$ cat src/rtl/generic_sram_byte_en_arb2.sv
// Round-robin arbiter sharing one byte-enabled single-port SRAM (1-cycle registered read)
// between two requesters; read results are steered back to the requester that issued them.
module generic_sram_byte_en_arb2 #(
  parameter int MEM_ADDR_BITS = 10,
  parameter int MEM_DATA_BITS = 32
) (
  input  logic                         i_clk,
  input  logic                         i_rst,
  input  logic                         i_req_0,
  input  logic                         i_write_en_0,
  input  logic [MEM_ADDR_BITS-1:0]     i_addr_0,
  input  logic [MEM_DATA_BITS-1:0]     i_write_data_0,
  input  logic [MEM_DATA_BITS/8-1:0]   i_byte_en_0,
  output logic                         o_gnt_0,
  output logic                         o_rvalid_0,
  output logic [MEM_DATA_BITS-1:0]     o_read_data_0,
  input  logic                         i_req_1,
  input  logic                         i_write_en_1,
  input  logic [MEM_ADDR_BITS-1:0]     i_addr_1,
  input  logic [MEM_DATA_BITS-1:0]     i_write_data_1,
  input  logic [MEM_DATA_BITS/8-1:0]   i_byte_en_1,
  output logic                         o_gnt_1,
  output logic                         o_rvalid_1,
  output logic [MEM_DATA_BITS-1:0]     o_read_data_1,
  output logic [MEM_ADDR_BITS-1:0]     o_sram_addr,
  output logic                         o_sram_write_en,
  output logic [MEM_DATA_BITS-1:0]     o_sram_write_data,
  output logic [MEM_DATA_BITS/8-1:0]   o_sram_byte_en,
  input  logic [MEM_DATA_BITS-1:0]     i_sram_read_data
);
  localparam int BE_BITS = MEM_DATA_BITS / 8;

  logic                     r_last_winner;
  logic                     r_rd_pending_0, r_rd_pending_1;
  logic [MEM_DATA_BITS-1:0] r_hold_0, r_hold_1;
  logic                     w_gnt_0, w_gnt_1;

  // A contested cycle goes to whoever did not win last; reset leaves 1 so requester 0 wins first.
  assign w_gnt_0 = ~i_rst & i_req_0 & (~i_req_1 | r_last_winner);
  assign w_gnt_1 = ~i_rst & i_req_1 & (~i_req_0 | ~r_last_winner);

  always_comb begin
    o_sram_addr       = '0;
    o_sram_write_en   = 1'b0;
    o_sram_write_data = '0;
    o_sram_byte_en    = '0;
    if (w_gnt_0) begin
      o_sram_addr       = i_addr_0;
      o_sram_write_en   = i_write_en_0;
      o_sram_write_data = i_write_data_0;
      o_sram_byte_en    = i_byte_en_0;
    end else if (w_gnt_1) begin
      o_sram_addr       = i_addr_1;
      o_sram_write_en   = i_write_en_1;
      o_sram_write_data = i_write_data_1;
      o_sram_byte_en    = i_byte_en_1;
    end
  end

  always_ff @(posedge i_clk) begin
    if (i_rst) begin
      r_last_winner  <= 1'b1;
      r_rd_pending_0 <= 1'b0;
      r_rd_pending_1 <= 1'b0;
      r_hold_0       <= '0;
      r_hold_1       <= '0;
    end else begin
      if (w_gnt_0)      r_last_winner <= 1'b0;
      else if (w_gnt_1) r_last_winner <= 1'b1;
      r_rd_pending_0 <= w_gnt_0 & ~i_write_en_0;
      r_rd_pending_1 <= w_gnt_1 & ~i_write_en_1;
      // Keep the last result visible after the rvalid pulse.
      if (r_rd_pending_0) r_hold_0 <= i_sram_read_data;
      if (r_rd_pending_1) r_hold_1 <= i_sram_read_data;
    end
  end

  assign o_gnt_0       = w_gnt_0;
  assign o_gnt_1       = w_gnt_1;
  assign o_rvalid_0    = r_rd_pending_0;
  assign o_rvalid_1    = r_rd_pending_1;
  assign o_read_data_0 = r_rd_pending_0 ? i_sram_read_data : r_hold_0;
  assign o_read_data_1 = r_rd_pending_1 ? i_sram_read_data : r_hold_1;

  if (BE_BITS * 8 != MEM_DATA_BITS) begin : g_bad_width
    $error("MEM_DATA_BITS must be a multiple of 8");
  end
endmodule

$ cat config.mk
export PLATFORM = sky130hd
export DESIGN_NAME = generic_sram_byte_en_arb2
export DESIGN_NICKNAME = d
export VERILOG_FILES = /design/src/rtl/generic_sram_byte_en_arb2.sv
export SDC_FILE = /design/constraint.sdc
export NUM_CORES = 1
export LEC_CHECK = 0
export BUFFER_PORTS_ARGS = -buffer_cell sky130_fd_sc_hd__buf_2
export CORE_MARGIN = 4
export CORE_UTILIZATION = 48
export DETAILED_ROUTE_END_ITERATION = 7
export GPL_TIMING_DRIVEN = 0
export MAX_ROUTING_LAYER = met4
export PLACE_DENSITY = 0.86
export SLEW_MARGIN = 20
export SYNTH_ARGS = -nofsm -noshare
export SYNTH_HDL_FRONTEND = slang
export SYNTH_SLANG_ARGS = --single-unit
$ cat constraint.sdc
create_clock -name i_clk -period 1.8 [get_ports i_clk]
set_clock_uncertainty 0.1 [all_clocks]
set_input_delay 0.27 -clock i_clk [delete_from_list [all_inputs] [get_ports i_clk]]
set_output_delay 0.27 -clock i_clk [all_outputs]
set_load 0.005 [all_outputs]
### After elaboration in Yosys (flattened, before gate mapping)

Cells that the tools add are included.
Widths: inputs -> output; s select.

| storage, ports and cells | value |
|---|---|
| bits in registers | 67 |
| latch bits | 0 |
| memory bits (writable) | 0 |
| ROM bits | 0 |
| input port bits | 130 |
| logic and storage cells | 32 |
| memories kept | 0 |

| cells by class | value |
|---|---|
| $add $sub $neg | 0 |
| $mul | 0 |
| divide/modulo/power cells | 0 |
| $lt $le $gt $ge | 0 |
| equal/unequal tests | 0 |
| shift-type cells | 0 |
| multiplexer cells | 12 |
| bitwise gates (word level) | 14 |
| reductions and logical operators | 1 |

Operators by type and width:

| kind | count |
|---|---|
| $mux 32 | 4 |
| $mux 10 | 2 |
| $mux 4 | 2 |
| $and 1x1->1 | 6 |
| $not 1->1 | 6 |
| $mux 1 | 4 |
| $or 1x1->1 | 2 |
| $reduce_bool 2->1 | 1 |

### Longest topological paths before layout

Gate-level depths: netlist of run 1.

| logic depth | value |
|---|---|
| depth after elaboration | 5 |
| gate-level depth with buffers | 5 |
| mapped depth without buffers | 2 |

### Worst setup path before layout of run 1

Ideal clock, no wire load.

| timing path | value |
|---|---|
| path type | input to output |
| start | in i_req_1 |
| end | out o_sram_addr[2] |
| arrival | 0.959 ns |
| required time | 1.430 ns |
| slack | 0.471 ns |
| cell stages on the path | 4 |
| buffers on the path | 2 |
| path through | nor2b_1 buf_2 buf_6 o32ai_1 |

| between the ends | value |
|---|---|
| cells in the longest elaborated chain, start to end | 4 |
| elaborated cells between the ends (all ways) | 7 |
| classes of those cells | 2 x mux; 5 x bitwise |

Ends and longest elaborated chain:

| item | line | source |
|---|---|---|
| start, declared | 17 | `input logic i_req_1,` |
| $and 1x1->1 / $not 1->1 (equally long branches) | 40, 39 |  |
| $and 1x1->1 / $or 1x1->1 (equally long branches) | 40, 39 |  |
| $mux 10 / $and 1x1->1 (equally long branches) | 52, 39 |  |
| $mux 10 (*) | 47 | `if (w_gnt_0) begin` |
| end, declared | 25 | `output logic [MEM_ADDR_BITS-1:0] o_sram_addr,` |

Every way passes the cells marked *; elsewhere a longest branch is shown, timed or not.

### Worst setup path in the final report of run 1

| timing path | value |
|---|---|
| start | reg r_last_winner |
| end | out o_sram_addr[5] |

| between the ends | value |
|---|---|
| cells in the longest elaborated chain, start to end | 5 |
| elaborated cells between the ends (all ways) | 7 |
| classes of those cells | 2 x mux; 5 x bitwise |

Ends and longest elaborated chain:

| item | line | source |
|---|---|---|
| start, declared | 33 | `logic r_last_winner;` |
| start signal, assigned | 62 | `r_last_winner <= 1'b1;` |
| start signal, assigned | 68 | `if (w_gnt_0) r_last_winner <= 1'b0;` |
| start signal, assigned | 69 | `else if (w_gnt_1) r_last_winner <= 1'b1;` |
| $not 1->1 | 40 | `assign w_gnt_1 = ~i_rst & i_req_1 & (~i_req_0 \| ~r_last_winner);` |
| $or 1x1->1 | 40 |  |
| $and 1x1->1 | 40 |  |
| $mux 10 | 52 | `end else if (w_gnt_1) begin` |
| $mux 10 (*) | 47 |  |

Marked as above.

==> results_dict.tcl, run 1 <==
set metrics [dict create \
    status "finished, violations left" \
    failed_checks "negative setup slack" \
    swShare_pct 27.7 \
    grt_use_met1_pct 28.5 \
    clock-root-buffer "clkbuf_8" \
    r2r_start "o_rvalid_1" \
    holdPathEnd "o_rvalid_0" \
    worstSetupPathType "flip-flop to output port" \
    cp.arrival_ps 1510 \
    core_um2 8720 \
    powerDensity_nw_per_um2 603 \
    seqPwrFrac_pct 37.4 \
    synth.largest_area_cell "dfxtp_1" \
    rows 34 \
    grt_max_degree 13 \
    reg2reg_to "r_hold_1[19]" \
    worstSetupStartpointType "flip-flop" \
    clock-sinks 67 \
    clk_latency_ps 340 \
    netlist_area_um2 4310 \
    drc_errors 0 \
    syn_to_final_growth_pct 59.5 \
    grt_busiest_layer "met2" \
    required_ps 1430 \
    grt_pass1_vias 4228 \
    die_width_um 103 \
    ys_seq_area_share_pct 31.2 \
    synth-seq-cells 67 \
    drt_wl_total_mm 16.0 \
    p_clk_share_pct 33.9 \
    die_y_um 103 \
    multiInputGateArea_um2 2790 \
    drive_gt1_share_pct 63.5 \
    io_buffers 243 \
    tightest_slew_ps 590 \
    worstPathMaxFanout 7 \
    rr_worst_depth 5 \
    crit_path_end_kind "output port" \
    irDropWorstVdd_mv 0.330 \
    path_clk_slew_ps 80 \
    worstHoldPathCells 2 \
    yosysTopAreaCellShare_pct 31.2 \
    overflow 0 \
    cts_tree "built" \
    first_iter_violations 97 \
    post-route-period-util_pct 105 \
    hold_path.class "primary input to flip-flop" \
    start_util_pct 49.4 \
    synth.distinct_cells 19 \
    register_area_um2 1350 \
    numCtsBuffers 9 \
    syn-num-nets 516 \
    hpwl_mm 10.3 \
    ioPinCount 245 \
    rsz0062_at_grt "yes" \
    ys_top_cells_by_area "dfxtp_1 31%, mux2_4 21%, nand2b_1 14%" \
    leakage_nw 3.11 \
    p_int_mw 3.00 \
    dieArea_um2 10500 \
    drt_first_pass_iters 4 \
    cts_buffer_depth 2 \
    fill_cells 520 \
    timing.fmax_mhz 531 \
    htreeDepth 3 \
    hold_violations 0 \
    antenna_found_initial 0 \
    grt_pass1_wl_mm 21.3 \
    use_met3_pct 4.53 \
    place_ws_ps -42.3 \
    final.setup.worst_slack_ps -82.1 \
    whs_ps 6.63 \
    syn-instance-count 386 \
    slew_headroom_pct 60.7 \
    holdBufCountCts 0 \
    cap_viol_max_count 0 \
    wire_per_inst_um 20.6 \
    fin_crit_ps 1880 \
    slew_violations 0 \
    hp-start "i_write_en_0" \
    reg2reg_slack_ps 340 \
    yosysWarnings 0 \
    avgSynthCellArea_um2 11.2 \
    combinationalPowerShare_pct 28.7 \
    dr_total_vias 4164 \
    setup_viol 57 \
    vias_per_cell 5.35 \
    grt_usage_pct 26.8 \
    switching_power_mw 1.15 \
    use_met2_pct 50.2 \
    ant_nets 0 \
    gp_congestion 0.920 \
    final_nets 794 \
]
cells in the mapped netlist:
| master | count |
|---|---|
| nor2b_1 | 42 |
| buf_1 | 1 |
| a21bo_2 | 1 |
| o32ai_1 | 42 |
| dfxtp_1 | 67 |
| nor3_1 | 2 |
| nand2b_1 | 94 |
| buf_6 | 14 |
| o32ai_2 | 5 |
| mux2_4 | 60 |
| nor2b_4 | 23 |
| buf_12 | 5 |
| inv_1 | 1 |
| nor2_1 | 1 |
| nor4_2 | 1 |
| clkbuf_1 | 15 |
| buf_2 | 7 |
| a211o_1 | 1 |
| mux2_2 | 4 |
cell usage in the layout, fill, tap and decap left out:
master | netlist | layout
clkbuf_1 | 15 | 13
nor2_4 | 0 | 1
nor2b_1 | 42 | 41
buf_2 | 7 | 183
clkinv_2 | 0 | 1
nand2b_1 | 94 | 94
buf_8 | 0 | 2
bufinv_16 | 0 | 2
o32ai_1 | 42 | 28
dfxtp_2 | 0 | 2
buf_12 | 5 | 11
buf_6 | 14 | 74
clkbuf_4 | 0 | 2
buf_4 | 0 | 16
clkbuf_16 | 0 | 5
diode_2 | 0 | 1
o32ai_2 | 5 | 15
clkinvlp_4 | 0 | 2
clkbuf_2 | 0 | 2
mux2_4 | 60 | 64
inv_1 | 1 | 1
inv_6 | 0 | 1
clkbuf_8 | 0 | 9
nor3_1 | 2 | 2
a21bo_4 | 0 | 1
dfxtp_4 | 0 | 1
nor2b_4 | 23 | 24
buf_16 | 0 | 2
nor4_2 | 1 | 1
o32ai_4 | 0 | 4
dfxtp_1 | 67 | 64
a211o_1 | 1 | 1
flip-flops by register name, summed over array words and instances (netlist names):
register / flops
o_rvalid_0: 1
r_hold_0: 32
r_hold_1: 32
o_rvalid_1: 1
r_last_winner: 1
power by group through the flow:
stage / Sequential, mW / Combinational, mW / Clock, mW
5_1_grt: 1.55 / 1.26 / 1.48
2_1_floorplan: 1.57 / 0.527 / 0
4_1_cts: 1.54 / 1.05 / 1.40
3_3_place_gp: 1.57 / 0.891 / 0
6_report: 1.55 / 1.19 / 1.40
3_5_place_dp: 1.58 / 0.915 / 0
what timing repair did:
action                                  in CTS  in global routing
gates cloned                                 2                  7
pin swaps                                    0                  2
buffers inserted                             7                  9
endpoints found under the setup margin     108                107
endpoints found under the hold margin        0                  0
resized for setup                           77                 46
how the worst max path moves through the flow:
| stage | from | endpoint |
|---|---|---|
| 5_1_grt | r_last_winner | o_sram_addr[5] |
| 3_3_place_gp | i_req_0 | o_sram_addr[8] |
| 2_1_floorplan | i_req_1 | o_sram_addr[2] |
| 3_5_place_dp | i_req_0 | o_sram_addr[8] |
| 4_1_cts | r_last_winner | o_sram_addr[8] |
| 6_report | r_last_winner | o_sram_addr[5] |
logic make-up (layout without fill, tap and decap cells):
logic type / count (synthesis) / after routing / share of synthesized area [%]
other: 0 / 1 / 0
AO/OA/AOI/OAI: 49 / 49 / 10.9
multiplexers: 64 / 64 / 22.0
AND/OR/NAND/NOR: 163 / 163 / 27.7
flip-flops: 67 / 67 / 31.2
buffers and inverters: 43 / 326 / 8.28
per-layer routing:
layer | share of wire, % | routed length (µm) | up-vias
li1 | - | - | 1902
met1 | 35 | 5670 | 2020
met4 | 2.9 | 459 | 0
met5 | 0 | 0 | -
met2 | 55 | 8850 | 209
met3 | 6.3 | 1010 | 33
worst max-delay path, stage by stage (launching register included):
cell	delay (ps)
dfxtp_4	370
a21bo_4	230
buf_8	150
clkbuf_16	160
o32ai_4	90
buf_2	170
metrics by stage:
stage | utilization (%) | power [mW] | instance area [µm²] | TNS (ps) | std cells
after global placement | 64.9 | 2.46 | 5660 | -3.06 | 737
final | 78.8 | 4.14 | 6870 | -1180 | 778
after global routing | 78.7 | 4.29 | 6870 | -6030 | 777
after CTS | 73.4 | 3.99 | 6400 | -1050 | 761
after floorplan | - | 2.10 | 4310 | 0 | 386
after detailed placement | 64.9 | 2.49 | 5660 | -42.3 | 737
area by class of cell:
| cell class | count | area share [%] |
|---|---|---|
| antenna | 1 | 0.0364 |
| buffer | 41 | 6.08 |
| clock buffer | 10 | 1.86 |
| clock inverter | 6 | 1.29 |
| inverter | 1 | 0.0546 |
| multi-input combinational | 276 | 40.7 |
| sequential | 67 | 19.6 |
| tap | 108 | 1.97 |
| timing repair buffer | 268 | 28.4 |
Note: power is estimated with default switching activity, not from simulation.
==> run 2, diff against run 1 <==
- CELL_PAD_IN_SITES_DETAIL_PLACEMENT: not set -> 1
- CELL_PAD_IN_SITES_GLOBAL_PLACEMENT: not set -> 2
- CORE_UTILIZATION: 48 -> 28
- PLACE_DENSITY: 0.86 -> not set
- PLACE_DENSITY_LB_ADDON: not set -> 0.1
==> results_dict.tcl, run 2 (synthesis gave the netlist of run 1 again) <==
set metrics [dict create \
    rsz0062_at_grt "yes" \
    required_ps 1430 \
    highest_layer "met4" \
    dp.cells 817 \
    hpwl_mm 11.6 \
    worstPathMaxFanout 7 \
    drt_wl_total_mm 15.7 \
    dr_total_vias 3942 \
    first_iter_violations 113 \
    antenna_found_initial 2 \
    failed_checks "negative setup slack" \
    rows 45 \
    cp_slowest_cell "dfxtp_2" \
    status "finished, violations left" \
    hold_violations 0 \
    post-route-period-util_pct 101 \
    numCtsBuffers 9 \
    grt_usage_pct 17.3 \
    grt_pass1_wl_mm 23.2 \
    timing.fmax_mhz 550 \
    fin_crit_ps 1820 \
    wl_met3_um 747 \
    layout_common_cells "185 x buf_2, 94 x nand2b_1, 73 x buf_6, 64 x dfxtp_1, 63 x mux2_4" \
    dieArea_um2 17400 \
    fill_cells 1693 \
    worstSetupPathType "flip-flop to output port" \
    grt_pass1_vias 4283 \
    wire_per_inst_um 18.3 \
    whs_ps 18.0 \
    cp.arrival_ps 1450 \
    dpl-instance-area_um2 5760 \
    clock-root-buffer "clkbuf_16" \
    cap_viol_max_count 0 \
    cts_buffer_depth 2 \
    irDropWorstVdd_mv 0.465 \
    multiInputGateArea_um2 2780 \
    path_cells "buf_12 -> clkbuf_16 -> mux2_4 -> buf_6" \
    drt_first_pass_iters 4 \
    ant_nets 0 \
    final_nets 792 \
    slew_violations 0 \
    dr_wl_met2_mm 8.01 \
    ioPinCount 245 \
    clock-sinks 67 \
    leakage_nw 3.14 \
    die_width_um 132 \
    die_y_um 132 \
    crit_path_end_kind "output port" \
    final_common_cell "buf_2" \
    wl_met1_mm 6.58 \
    clk_latency_ps 330 \
    setup_viol 15 \
    overflow 0 \
    final_cells 856 \
    reg_top3 "r_hold_0 (32), r_hold_1 (32)" \
    start_util_pct 28.4 \
    core_um2 15100 \
    slew_headroom_pct 60.9 \
    fin_area_um2 7000 \
    io_buffers 243 \
    worstSetupStartpointType "flip-flop" \
    drive_gt1_share_pct 64.1 \
    syn_to_final_growth_pct 62.5 \
    max_stage_delay_ps 350 \
    cts_tree "built" \
    tightest_slew_ps 586 \
    path_clk_slew_ps 60 \
    hold_path.class "primary input to flip-flop" \
    htreeDepth 3 \
    grt_max_degree 13 \
    gp_congestion 0.788 \
    final.setup.worst_slack_ps -18.6 \
    drc_errors 0 \
    powerDensity_nw_per_um2 653 \
    vias_per_cell 4.61 \
    register_area_um2 1350 \
]
[run 2: layer usage]
metal | up-vias | global-route usage, %
li1 | 1898 | -
met1 | 1871 | 19.9
met2 | 152 | 29.1
met3 | 21 | 4.12
met4 | 0 | 6.53
met5 | - | -
[run 2: final timing paths]
check                     start           endpoint  slack, ps  cells after the start
setup / recovery     o_rvalid_0  o_read_data_0[18]        -20                      4
hold / removal     i_write_en_0         o_rvalid_0         20                      2
setup reg to reg     o_rvalid_0       r_hold_0[25]        350                      5
hold reg to reg   r_last_winner      r_last_winner        440                      1
[run 2: timing repair]
item,4_1_cts,5_1_grt
cloned,1,5
hold buffers,1,0
hold endpoints to repair,1,0
setup buffers,4,12
resized for setup,57,55
setup endpoints to repair,108,107
[run 2: area by class of cell]
cell class	count	share of cell area [%]
antenna	2	0.0715
buffer	41	5.74
clock buffer	9	3.22
clock inverter	6	1.29
inverter	1	0.0536
multi-input combinational	276	39.8
sequential	67	19.2
tap	188	3.36
timing repair buffer	266	27.3
[run 2: critical path: cells and delay by family (launching register included)]
family / cells / cell delay [ps]
buffers and inverters: 3 / 450
DFF: 1 / 350
muxes: 1 / 310
[run 2: power breakdown]
group	internal [mW]	switching [mW]	total [mW]
Sequential	1.53	0.0165	1.55
Clock	1.21	0.677	1.89
Combinational	0.666	0.472	1.14
[run 2: metrics by stage]
step	worst slack, ps	utilization, %	power (mW)	TNS [ps]
CTS	-38.3	42.6	4.52	-653
global placement	80.6	38.0	2.49	0
global route	-69.0	46.2	4.79	-3230
finish	-18.6	46.2	4.57	-98.3
detailed placement	53.0	38.0	2.51	0
floorplan	471	-	2.10	0
